### src/rtl/cordic_req_arbiter_if.sv
// cordic_req_arbiter_if: request and response channels between the requesters and the CORDIC arbiter.
interface cordic_req_arbiter_if #(
    parameter int NUM_REQ = 4,
    parameter int W       = 16,
    parameter int IDW     = $clog2(NUM_REQ)
);
    logic [NUM_REQ-1:0]   req_valid;
    logic [NUM_REQ*W-1:0] req_theta;
    logic [NUM_REQ-1:0]   req_ready;
    logic                 rsp_valid;
    logic                 rsp_ready;
    logic [IDW-1:0]       rsp_id;
    logic [W-1:0]         rsp_sine;
    logic [W-1:0]         rsp_cosine;
    logic                 rsp_err;

    modport master (
        output req_valid, req_theta, rsp_ready,
        input  req_ready, rsp_valid, rsp_id, rsp_sine, rsp_cosine, rsp_err
    );

    modport slave (
        input  req_valid, req_theta, rsp_ready,
        output req_ready, rsp_valid, rsp_id, rsp_sine, rsp_cosine, rsp_err
    );
endinterface

### src/rtl/cordic_req_arbiter.sv
// cordic_req_arbiter: round-robin sharing of one iterative CORDIC engine among NUM_REQ requesters;
// a watchdog turns a hung engine into an error response instead of a locked resource.
module cordic_req_arbiter #(
    parameter int NUM_REQ = 4,
    parameter int W       = 16,
    parameter int TIMEOUT = 64,
    parameter int IDW     = $clog2(NUM_REQ)
) (
    input  logic                    clk,
    input  logic                    reset_n,
    cordic_req_arbiter_if.slave     bus,
    output logic                    o_eng_start,
    output logic [W-1:0]            o_eng_theta,
    input  logic                    i_eng_done,
    input  logic [W-1:0]            i_eng_sine,
    input  logic [W-1:0]            i_eng_cosine,
    output logic                    o_busy
);
    localparam logic [1:0] S_IDLE  = 2'd0;
    localparam logic [1:0] S_ISSUE = 2'd1;
    localparam logic [1:0] S_WAIT  = 2'd2;
    localparam logic [1:0] S_RESP  = 2'd3;
    localparam int CW = $clog2(TIMEOUT);

    logic [1:0]     r_state;
    logic [IDW-1:0] r_last;
    logic [IDW-1:0] r_id;
    logic [W-1:0]   r_theta;
    logic [W-1:0]   r_sine;
    logic [W-1:0]   r_cosine;
    logic           r_err;
    logic [CW-1:0]  r_wd;
    logic [IDW-1:0] w_gid;
    logic [W-1:0]   w_theta;
    logic           w_hit;
    int             w_dist;

    // Winner is the valid requester at the smallest circular distance after r_last.
    always_comb begin
        w_gid   = '0;
        w_theta = '0;
        w_dist  = NUM_REQ;
        for (int i = 0; i < NUM_REQ; i++)
            if (bus.req_valid[i] && (i + NUM_REQ - 1 - int'(r_last)) % NUM_REQ < w_dist) begin
                w_dist  = (i + NUM_REQ - 1 - int'(r_last)) % NUM_REQ;
                w_gid   = IDW'(i);
                w_theta = bus.req_theta[i*W +: W];
            end
        w_hit = |bus.req_valid;
    end

    always_comb begin
        bus.req_ready  = (r_state == S_IDLE && w_hit) ? NUM_REQ'(1) << w_gid : '0;
        bus.rsp_valid  = r_state == S_RESP;
        bus.rsp_id     = r_id;
        bus.rsp_sine   = r_sine;
        bus.rsp_cosine = r_cosine;
        bus.rsp_err    = r_err;
        o_eng_start    = r_state == S_ISSUE;
        o_eng_theta    = r_theta;
        o_busy         = r_state != S_IDLE;
    end

    always_ff @(posedge clk or negedge reset_n)
        if (!reset_n) begin
            r_state  <= S_IDLE;
            r_last   <= IDW'(NUM_REQ - 1);
            r_id     <= '0;
            r_theta  <= '0;
            r_sine   <= '0;
            r_cosine <= '0;
            r_err    <= 1'b0;
            r_wd     <= '0;
        end else
            case (r_state)
                S_IDLE:
                    if (w_hit) begin
                        r_state <= S_ISSUE;
                        r_last  <= w_gid;
                        r_id    <= w_gid;
                        r_theta <= w_theta;
                    end
                S_ISSUE: begin
                    r_wd    <= '0;
                    r_state <= S_WAIT;
                end
                S_WAIT: begin
                    r_wd <= r_wd + 1'b1;
                    // A completing engine beats the watchdog on the same edge.
                    if (i_eng_done) begin
                        r_sine   <= i_eng_sine;
                        r_cosine <= i_eng_cosine;
                        r_err    <= 1'b0;
                        r_state  <= S_RESP;
                    end else if (r_wd == CW'(TIMEOUT - 1)) begin
                        r_sine   <= '0;
                        r_cosine <= '0;
                        r_err    <= 1'b1;
                        r_state  <= S_RESP;
                    end
                end
                S_RESP:
                    if (bus.rsp_ready)
                        r_state <= S_IDLE;
                default:
                    r_state <= S_IDLE;
            endcase
endmodule

### src/flat_wrapper.sv
// flat-port wrapper written by rule: the top's interface ports become plain ports
module cordic_req_arbiter_flat 
#(
    parameter int NUM_REQ = 4,
    parameter int W       = 16,
    parameter int TIMEOUT = 64,
    parameter int IDW     = $clog2(NUM_REQ)
)
  (clk, reset_n, o_eng_start, o_eng_theta, i_eng_done, i_eng_sine, i_eng_cosine, o_busy, bus_req_valid, bus_req_theta, bus_rsp_ready, bus_req_ready, bus_rsp_valid, bus_rsp_id, bus_rsp_sine, bus_rsp_cosine, bus_rsp_err);
  cordic_req_arbiter_if #(.NUM_REQ(NUM_REQ), .W(W), .IDW(IDW)) bus_i ();
  input  logic clk;
  input  logic reset_n;
  output logic o_eng_start;
  output logic [W-1:0] o_eng_theta;
  input  logic i_eng_done;
  input  logic [W-1:0] i_eng_sine;
  input  logic [W-1:0] i_eng_cosine;
  output logic o_busy;
  input wire logic [$bits(bus_i.req_valid)-1:0] bus_req_valid;
  input wire logic [$bits(bus_i.req_theta)-1:0] bus_req_theta;
  input wire logic [$bits(bus_i.rsp_ready)-1:0] bus_rsp_ready;
  output wire logic [$bits(bus_i.req_ready)-1:0] bus_req_ready;
  output wire logic [$bits(bus_i.rsp_valid)-1:0] bus_rsp_valid;
  output wire logic [$bits(bus_i.rsp_id)-1:0] bus_rsp_id;
  output wire logic [$bits(bus_i.rsp_sine)-1:0] bus_rsp_sine;
  output wire logic [$bits(bus_i.rsp_cosine)-1:0] bus_rsp_cosine;
  output wire logic [$bits(bus_i.rsp_err)-1:0] bus_rsp_err;
  assign bus_i.req_valid = bus_req_valid;
  assign bus_i.req_theta = bus_req_theta;
  assign bus_i.rsp_ready = bus_rsp_ready;
  assign bus_req_ready = bus_i.req_ready;
  assign bus_rsp_valid = bus_i.rsp_valid;
  assign bus_rsp_id = bus_i.rsp_id;
  assign bus_rsp_sine = bus_i.rsp_sine;
  assign bus_rsp_cosine = bus_i.rsp_cosine;
  assign bus_rsp_err = bus_i.rsp_err;
  cordic_req_arbiter #(.NUM_REQ(NUM_REQ), .W(W), .TIMEOUT(TIMEOUT), .IDW(IDW)) u_core (.clk(clk), .reset_n(reset_n), .bus(bus_i), .o_eng_start(o_eng_start), .o_eng_theta(o_eng_theta), .i_eng_done(i_eng_done), .i_eng_sine(i_eng_sine), .i_eng_cosine(i_eng_cosine), .o_busy(o_busy));
endmodule
### config.mk
export PLATFORM = sky130hd
export DESIGN_NAME = cordic_req_arbiter_flat
export DESIGN_NICKNAME = d
export VERILOG_FILES = /design/src/rtl/cordic_req_arbiter_if.sv /design/src/rtl/cordic_req_arbiter.sv /design/src/flat_wrapper.sv
export SDC_FILE = /design/constraint.sdc
export NUM_CORES = 1
export LEC_CHECK = 0
export ABC_AREA = 1
export CORE_MARGIN = 3
export CORE_UTILIZATION = 45
export DETAILED_ROUTE_END_ITERATION = 6
export PLACE_DENSITY = 0.86
export SYNTH_ARGS = -nofsm -noshare
export SYNTH_HDL_FRONTEND = slang
export SYNTH_SLANG_ARGS = --single-unit
### constraint.sdc
create_clock -name clk -period 7.4 [get_ports clk]
set_input_delay 1.11 -clock clk [delete_from_list [all_inputs] [get_ports clk]]
set_output_delay 1.11 -clock clk [all_outputs]
set_load 0.03 [all_outputs]
==> results of run 1 <==
[power by group]
group	switching [mW]	internal, mW
Combinational	0.900	0.510
Sequential	0.0805	0.487
Clock	0.123	0.154
[layer usage]
layer / share of wire, % / GRT usage [%] / vias up
li1: - / - / 1893
met1: 40 / 29.8 / 1742
met2: 51 / 39.8 / 146
met3: 6.0 / 4.94 / 32
met4: 3.8 / 11.1 / 0
met5: 0 / 0 / -
[cells in the final DEF (no fill, tap or decap), types with 2 or more instances in the layout]
cell	instances
sky130_fd_sc_hd__nand2_1	187
sky130_fd_sc_hd__nor3_1	3
sky130_fd_sc_hd__nand3_1	70
sky130_fd_sc_hd__clkdlybuf4s50_1	160
sky130_fd_sc_hd__clkinv_1	3
sky130_fd_sc_hd__clkbuf_8	9
sky130_fd_sc_hd__clkinv_2	3
sky130_fd_sc_hd__inv_1	50
sky130_fd_sc_hd__dfrtp_1	59
sky130_fd_sc_hd__ha_1	8
sky130_fd_sc_hd__dfstp_2	2
sky130_fd_sc_hd__clkbuf_1	2
sky130_fd_sc_hd__nor2_1	12
sky130_fd_sc_hd__nand3_2	2
sky130_fd_sc_hd__a21oi_2	2
sky130_fd_sc_hd__a31oi_1	2
sky130_fd_sc_hd__a211oi_1	2
sky130_fd_sc_hd__nand4_1	17
sky130_fd_sc_hd__buf_4	6
sky130_fd_sc_hd__a21oi_1	4
sky130_fd_sc_hd__inv_2	4
sky130_fd_sc_hd__o21ai_0	36
[area by class of cell]
type	instances	area (µm²)	share of cell area [%]
inverters	57	214	4.01
well taps	99	124	2.32
clock inverters	5	52.6	0.984
clock buffers	11	131	2.46
multi-input cells	352	1640	30.7
flip-flops and latches	61	1530	28.6
repair buffers	167	1650	30.9
[state kept, by name (all words and copies together), names as in the netlist]
register,cells
u_core.o_eng_theta,16
u_core.r_wd,6
u_core.bus.rsp_cosine,16
u_core.bus.rsp_sine,16
u_core.r_last,2
u_core.r_state,2
u_core.bus.rsp_err,1
u_core.bus.rsp_id,2
[path summary, 6_finish.rpt]
path / startpoint / end / slack [ps] / cells after the start
max: bus_req_valid[0] / bus_req_ready[0] / 520 / 24
min: u_core.o_eng_theta[15]$_DFFE_PN0P_ / u_core.o_eng_theta[15]$_DFFE_PN0P_ / 480 / 2
max reg2reg: u_core.r_last[1]$_DFFE_PN1P_ / u_core.r_last[1]$_DFFE_PN1P_ / 3220 / 21
min reg2reg: u_core.o_eng_theta[15]$_DFFE_PN0P_ / u_core.o_eng_theta[15]$_DFFE_PN0P_ / 480 / 2
max in group asynchronous: reset_n / u_core.o_eng_theta[6]$_DFFE_PN0P_ / 5950 / 2
min in group asynchronous: reset_n / u_core.bus.rsp_cosine[4]$_DFFE_PN0P_ / 920 / 2
[tightest hold or removal path, delay by kind of cell (launching register included)]
| kind | cells | cell delay (ps) |
|---|---|---|
| DFF | 1 | 340 |
| and+or+nand+nor | 2 | 100 |
[logic make-up after synthesis]
family | after synthesis | synth area share [%]
fa+ha+maj | 8 | 2.83
flops | 61 | 43.2
simple gates | 293 | 35.5
buf+inv | 89 | 10.7
compound gates | 50 | 7.53
xor+xnor | 1 | 0.247
[stage by stage]
| step | instances | setup WS (ps) |
|---|---|---|
| final | 752 | 517 |
| after global routing | 752 | 56.4 |
| after CTS | 752 | 547 |
| after detailed placement | 736 | 550 |
| after global placement | 736 | 842 |
| after floorplan | 502 | 1570 |
==> flow_metrics.env, run 1 <==
export IMPL_final_util_pct=71.7
export IMPL_post_synth_top_area_cell="sky130_fd_sc_hd__dfrtp_1"
export IMPL_finalClockSkew_ps=11.3
export IMPL_syn_instance_count=502
export IMPL_num_nets_final=760
export IMPL_fillerInstances=585
export IMPL_first_global_vias=3612
export IMPL_vias=3813
export IMPL_clock_tree_buffer_depth=2
export IMPL_final_hold_violating_endpoints=0
export IMPL_top_cell_type_s_share_of_synthesized_area_pct=41.7
export IMPL_height_of_the_chip_um=94.7
export IMPL_area_growth_syn_to_layout_pct=50.8
export IMPL_worst_path_max_fanout=22
export IMPL_insertedDiodeCount=0
export IMPL_gr_total_overflow=0
export IMPL_io_pins=162
export IMPL_total_power_mw=2.25
export IMPL_gpl_final_weighted_congestion=0.895
export IMPL_top_cells_by_area_synth="sky130_fd_sc_hd__dfrtp_1 42%, sky130_fd_sc_hd__nand2_1 20%, sky130_fd_sc_hd__nand3_1 9.9%, sky130_fd_sc_hd__inv_1 5.3%, sky130_fd_sc_hd__o21ai_0 5.1%"
export IMPL_grt_pass1_wl_um=16900
export IMPL_crit_slowest_cell="sky130_fd_sc_hd__clkdlybuf4s50_1"
export IMPL_critical_path_required_ps=6290
export IMPL_cpPeakStageDelay_ps=700
export IMPL_path_delay_family="simple AND/OR/NAND/NOR gates"
export IMPL_slew_viol_final=0
export IMPL_endpoint_kind="output pin"
export IMPL_synth_top_cells_by_count="187 x sky130_fd_sc_hd__nand2_1, 70 x sky130_fd_sc_hd__nand3_1, 59 x sky130_fd_sc_hd__dfrtp_1"
export IMPL_postCtsResizedCells=0
export IMPL_cts_root_buffer_cell="sky130_fd_sc_hd__clkbuf_8"
export IMPL_arrival_ps=5770
export IMPL_antenna_found_initial=0
export IMPL_cts_num_sinks=61
export IMPL_clk_pin_slew_worst_paths_ps=60
export IMPL_criticalPathCategory="in -> out"
export IMPL_max_slew_margin_rel_pct=35.4
export IMPL_grtUsageTotal_pct=23.9
export IMPL_netlist_area_pre_place_um2=3540
export IMPL_hold_path_class="reg -> reg"
export IMPL_max_clk_rate_mhz=145
export IMPL_layout_worst_path_cycle_share_pct=93.0
export IMPL_worst_skew_pair_latency_ps=330
export IMPL_ant_nets=0
export IMPL_first_pass_iters=5
export IMPL_ys_seq_elements=61
export IMPL_fin_worst_hold_slack_ps=480
export IMPL_power_density_nw_per_um2=422
export IMPL_vdd_ir_drop_max_mv=0.307
export IMPL_worstPathCellList="clkdlybuf4s50_1 -> buf_4 -> nand2_1 -> ha_1 -> nand2_1 -> nand2_1 -> nand2_1 -> nand2_1 -> o21ai_0 -> ha_1 -> inv_1 -> nor2_1 -> nand2_1 -> nand3_2 -> nand2_1 -> o21ai_0 -> ha_1 -> inv_1 -> nor2_1 -> nand2_4 -> nand3_2 -> nand2_1 -> nor3_1 -> clkdlybuf4s50_1"
export IMPL_initial_utilization_pct=47.5
export IMPL_synth_warning_count=0
export IMPL_half_perimeter_wire_length_after_detailed_placement_um=8110
export IMPL_synth_edf_count=0
export IMPL_cts_tree="built"
export IMPL_holdBufCountCts=0
export IMPL_postPlaceCellArea_um2=5160
export IMPL_synthDistinctLibCells=28
export IMPL_routed_wirelength_um=10800
export IMPL_yosys_cell_count_top_type="sky130_fd_sc_hd__nand2_1"
export IMPL_critical_path_most_common_cell="sky130_fd_sc_hd__nand2_1"
export IMPL_stdcell_area_um2=5340
export IMPL_drc=0
export IMPL_synth_async_sr_flop_share_pct=100
export IMPL_cts_htree_levels=3
export IMPL_final_period_minus_worst_setup_slack_ps=6880
export IMPL_setup_violations_final=0
export IMPL_max_capacitance_violation_count=0
export IMPL_wire_per_inst_um=14.3
export IMPL_mappedNetlistNets=614
export IMPL_vias_per_cell=5.07
export IMPL_pin_count_of_the_biggest_net_entering_global_routing=62
export IMPL_layout_drive_gt1_share_pct=5.21
export IMPL_total_leakage_power_nw=2.69
export IMPL_die_w_um=94.7
export IMPL_yosysSeqAreaShare_pct=43.2
export IMPL_tritoncts_num_buffers=9
export IMPL_yosys_most_used_dff="sky130_fd_sc_hd__dfrtp_1"
export IMPL_worst_setup_path_start_kind="primary input"
export IMPL_status="finished clean"
export IMPL_setup_repair_after_global_routing_missed_its_margin="false"
export IMPL_critical_path_buf_inv_count=5
export IMPL_cts_post_setup_buffers_inserted=0
export IMPL_core_area_um2=7450
export IMPL_drtIter0Drc=210
export IMPL_fp_row_count=31
export IMPL_fin_tns_setup_ps=0
export IMPL_tightest_slew_ps=969
export IMPL_port_buffers=161
export IMPL_dieArea_um2=8970
export IMPL_synth_area_per_cell_um2=7.05
Power figures use the tool's default switching activity.
==> run 2, diff against run 1 <==
--- a/config.mk
+++ b/config.mk
@@ -10,6 +10,7 @@
 export CORE_UTILIZATION = 45
 export DETAILED_ROUTE_END_ITERATION = 6
 export PLACE_DENSITY = 0.86
+export SETUP_SLACK_MARGIN = 0.4
 export SYNTH_ARGS = -nofsm -noshare
 export SYNTH_HDL_FRONTEND = slang
 export SYNTH_SLANG_ARGS = --single-unit
==> flow_metrics.env, run 2 (synthesis gave the netlist of run 1 again) <==
export IMPL_num_nets_final=760
export IMPL_holdBufCountCts=0
export IMPL_power_density_nw_per_um2=423
export IMPL_routed_wirelength_um=10800
export IMPL_clock_tree_buffer_depth=2
export IMPL_crit_slowest_cell="sky130_fd_sc_hd__clkdlybuf4s50_1"
export IMPL_ant_nets=0
export IMPL_setup_violations_final=0
export IMPL_gr_total_overflow=0
export IMPL_mostFrequentLayoutCells="187 x sky130_fd_sc_hd__nand2_1, 159 x sky130_fd_sc_hd__clkdlybuf4s50_1, 70 x sky130_fd_sc_hd__nand3_1, 59 x sky130_fd_sc_hd__dfrtp_1, 50 x sky130_fd_sc_hd__inv_1"
export IMPL_placed_cells_incl_taps=736
export IMPL_vias=3843
export IMPL_path_delay_family="simple AND/OR/NAND/NOR gates"
export IMPL_final_period_minus_worst_setup_slack_ps=6560
export IMPL_max_slew_margin_rel_pct=35.2
export IMPL_worst_skew_pair_latency_ps=340
export IMPL_finalClockSkew_ps=12.0
export IMPL_arrival_ps=5450
export IMPL_setup_repair_after_global_routing_missed_its_margin="false"
export IMPL_port_buffers=161
export IMPL_critical_path_required_ps=6290
export IMPL_half_perimeter_wire_length_after_detailed_placement_um=8110
export IMPL_dieArea_um2=8970
export IMPL_core_area_um2=7450
export IMPL_grt_pass1_wl_um=16900
export IMPL_vias_per_cell=5.11
export IMPL_gpl_final_weighted_congestion=0.895
export IMPL_max_capacitance_violation_count=0
export IMPL_layout_worst_path_cycle_share_pct=88.7
export IMPL_endpoint_kind="output pin"
export IMPL_status="finished clean"
export IMPL_critical_path_buf_inv_count=6
export IMPL_critical_path_most_common_cell="sky130_fd_sc_hd__nand2_1"
export IMPL_hold_path_class="reg -> reg"
export IMPL_fp_row_count=31
export IMPL_layout_drive_gt1_share_pct=5.21
export IMPL_grtUsageTotal_pct=23.9
export IMPL_slew_viol_final=0
export IMPL_total_leakage_power_nw=2.71
export IMPL_tightest_slew_ps=971
export IMPL_pin_count_of_the_biggest_net_entering_global_routing=62
export IMPL_first_global_vias=3612
export IMPL_worst_setup_path_start_kind="primary input"
export IMPL_first_pass_iters=5
export IMPL_final_cell_count_no_fill=752
export IMPL_worst_path_max_fanout=22
export IMPL_die_w_um=94.7
export IMPL_cts_tree="built"
export IMPL_insertedDiodeCount=0
export IMPL_cts_root_buffer_cell="sky130_fd_sc_hd__clkbuf_8"
export IMPL_wire_per_inst_um=14.3
export IMPL_cts_num_sinks=61
export IMPL_area_growth_syn_to_layout_pct=51.3
export IMPL_cts_htree_levels=3
export IMPL_initial_utilization_pct=47.5
export IMPL_drtIter0Drc=202
export IMPL_tritoncts_num_buffers=9
export IMPL_cpPeakStageDelay_ps=660
export IMPL_height_of_the_chip_um=94.7
export IMPL_layout_cells_most_common="sky130_fd_sc_hd__nand2_1"
export IMPL_max_clk_rate_mhz=152
export IMPL_final_hold_violating_endpoints=0
export IMPL_criticalPathCategory="in -> out"
export IMPL_drc=0
export IMPL_io_pins=162
export IMPL_vdd_ir_drop_max_mv=0.308
export IMPL_fin_tns_setup_ps=0
export IMPL_antenna_found_initial=0
export IMPL_clk_pin_slew_worst_paths_ps=60
export IMPL_worstPathCellList="clkdlybuf4s50_1 -> buf_4 -> nand2_1 -> ha_1 -> nand2_1 -> nand2_1 -> nand2_1 -> nand2_1 -> o21ai_0 -> ha_1 -> inv_1 -> nor2_1 -> nand2_1 -> nand3_4 -> nand2_1 -> o21ai_0 -> ha_1 -> inv_1 -> nor2_1 -> nand2_4 -> nand3_4 -> nand4_1 -> inv_1 -> clkdlybuf4s50_1"
run 2: path summary, 6_finish.rpt:
path                                                     from                                    to  slack, ps  cells after the start
max                                          bus_req_valid[0]                      bus_req_ready[2]        840                     24
min                        u_core.o_eng_theta[15]$_DFFE_PN0P_    u_core.o_eng_theta[15]$_DFFE_PN0P_        480                      2
max reg2reg                      u_core.r_last[1]$_DFFE_PN1P_          u_core.r_last[1]$_DFFE_PN1P_       3470                     22
min reg2reg                u_core.o_eng_theta[15]$_DFFE_PN0P_    u_core.o_eng_theta[15]$_DFFE_PN0P_        480                      2
max in group asynchronous                             reset_n            u_core.r_wd[3]$_DFFE_PN0P_       5970                      2
min in group asynchronous                             reset_n  u_core.bus.rsp_cosine[4]$_DFFE_PN0P_        930                      2
run 2: what timing repair did:
item	in CTS	in global routing
setup endpoints to repair	0	4
buffers inserted	0	0
resized for setup	0	3
run 2: power breakdown:
part	leakage (nW)	total [mW]	switching, mW	internal, mW
clock network	0.0931	0.277	0.123	0.154
registers	0.764	0.568	0.0808	0.487
logic	1.86	1.42	0.909	0.513
run 2: final cells by class:
| class | instances | area [µm²] |
|---|---|---|
| clock buffers | 11 | 131 |
| clock inverters | 5 | 52.6 |
| fillers | 577 | 2090 |
| inverters | 57 | 214 |
| multi-input cells | 352 | 1650 |
| flip-flops and latches | 61 | 1530 |
| well taps | 99 | 124 |
| repair buffers | 167 | 1650 |
run 2: layer usage:
metal / global-route usage (%) / share of wire, % / wire [µm]
met3: 4.94 / 5.5 / 591
met1: 29.8 / 40 / 4270
met2: 39.8 / 51 / 5470
met5: 0 / 0 / 0
met4: 11.1 / 4.0 / 431
run 2: tightest hold or removal path, cell delays in order, from the launching register on:
cell and delay (ps):
sky130_fd_sc_hd__dfrtp_1 340, sky130_fd_sc_hd__nand2_1 50, sky130_fd_sc_hd__nand2_1 50
run 2: metrics by stage:
step           cell area, µm²  power, mW  hold WS, ps  util [%]  worst slack, ps
3_5_place_dp             5160       1.98          469      69.3              550
4_1_cts                  5340       2.27          485      71.7              547
5_1_grt                  5360       2.44          498      72.0              466
3_3_place_gp             5160       1.92          465      69.3              842
6_report                 5360       2.27          481      72.0              837
2_1_floorplan            3540       1.49          475         -             1570
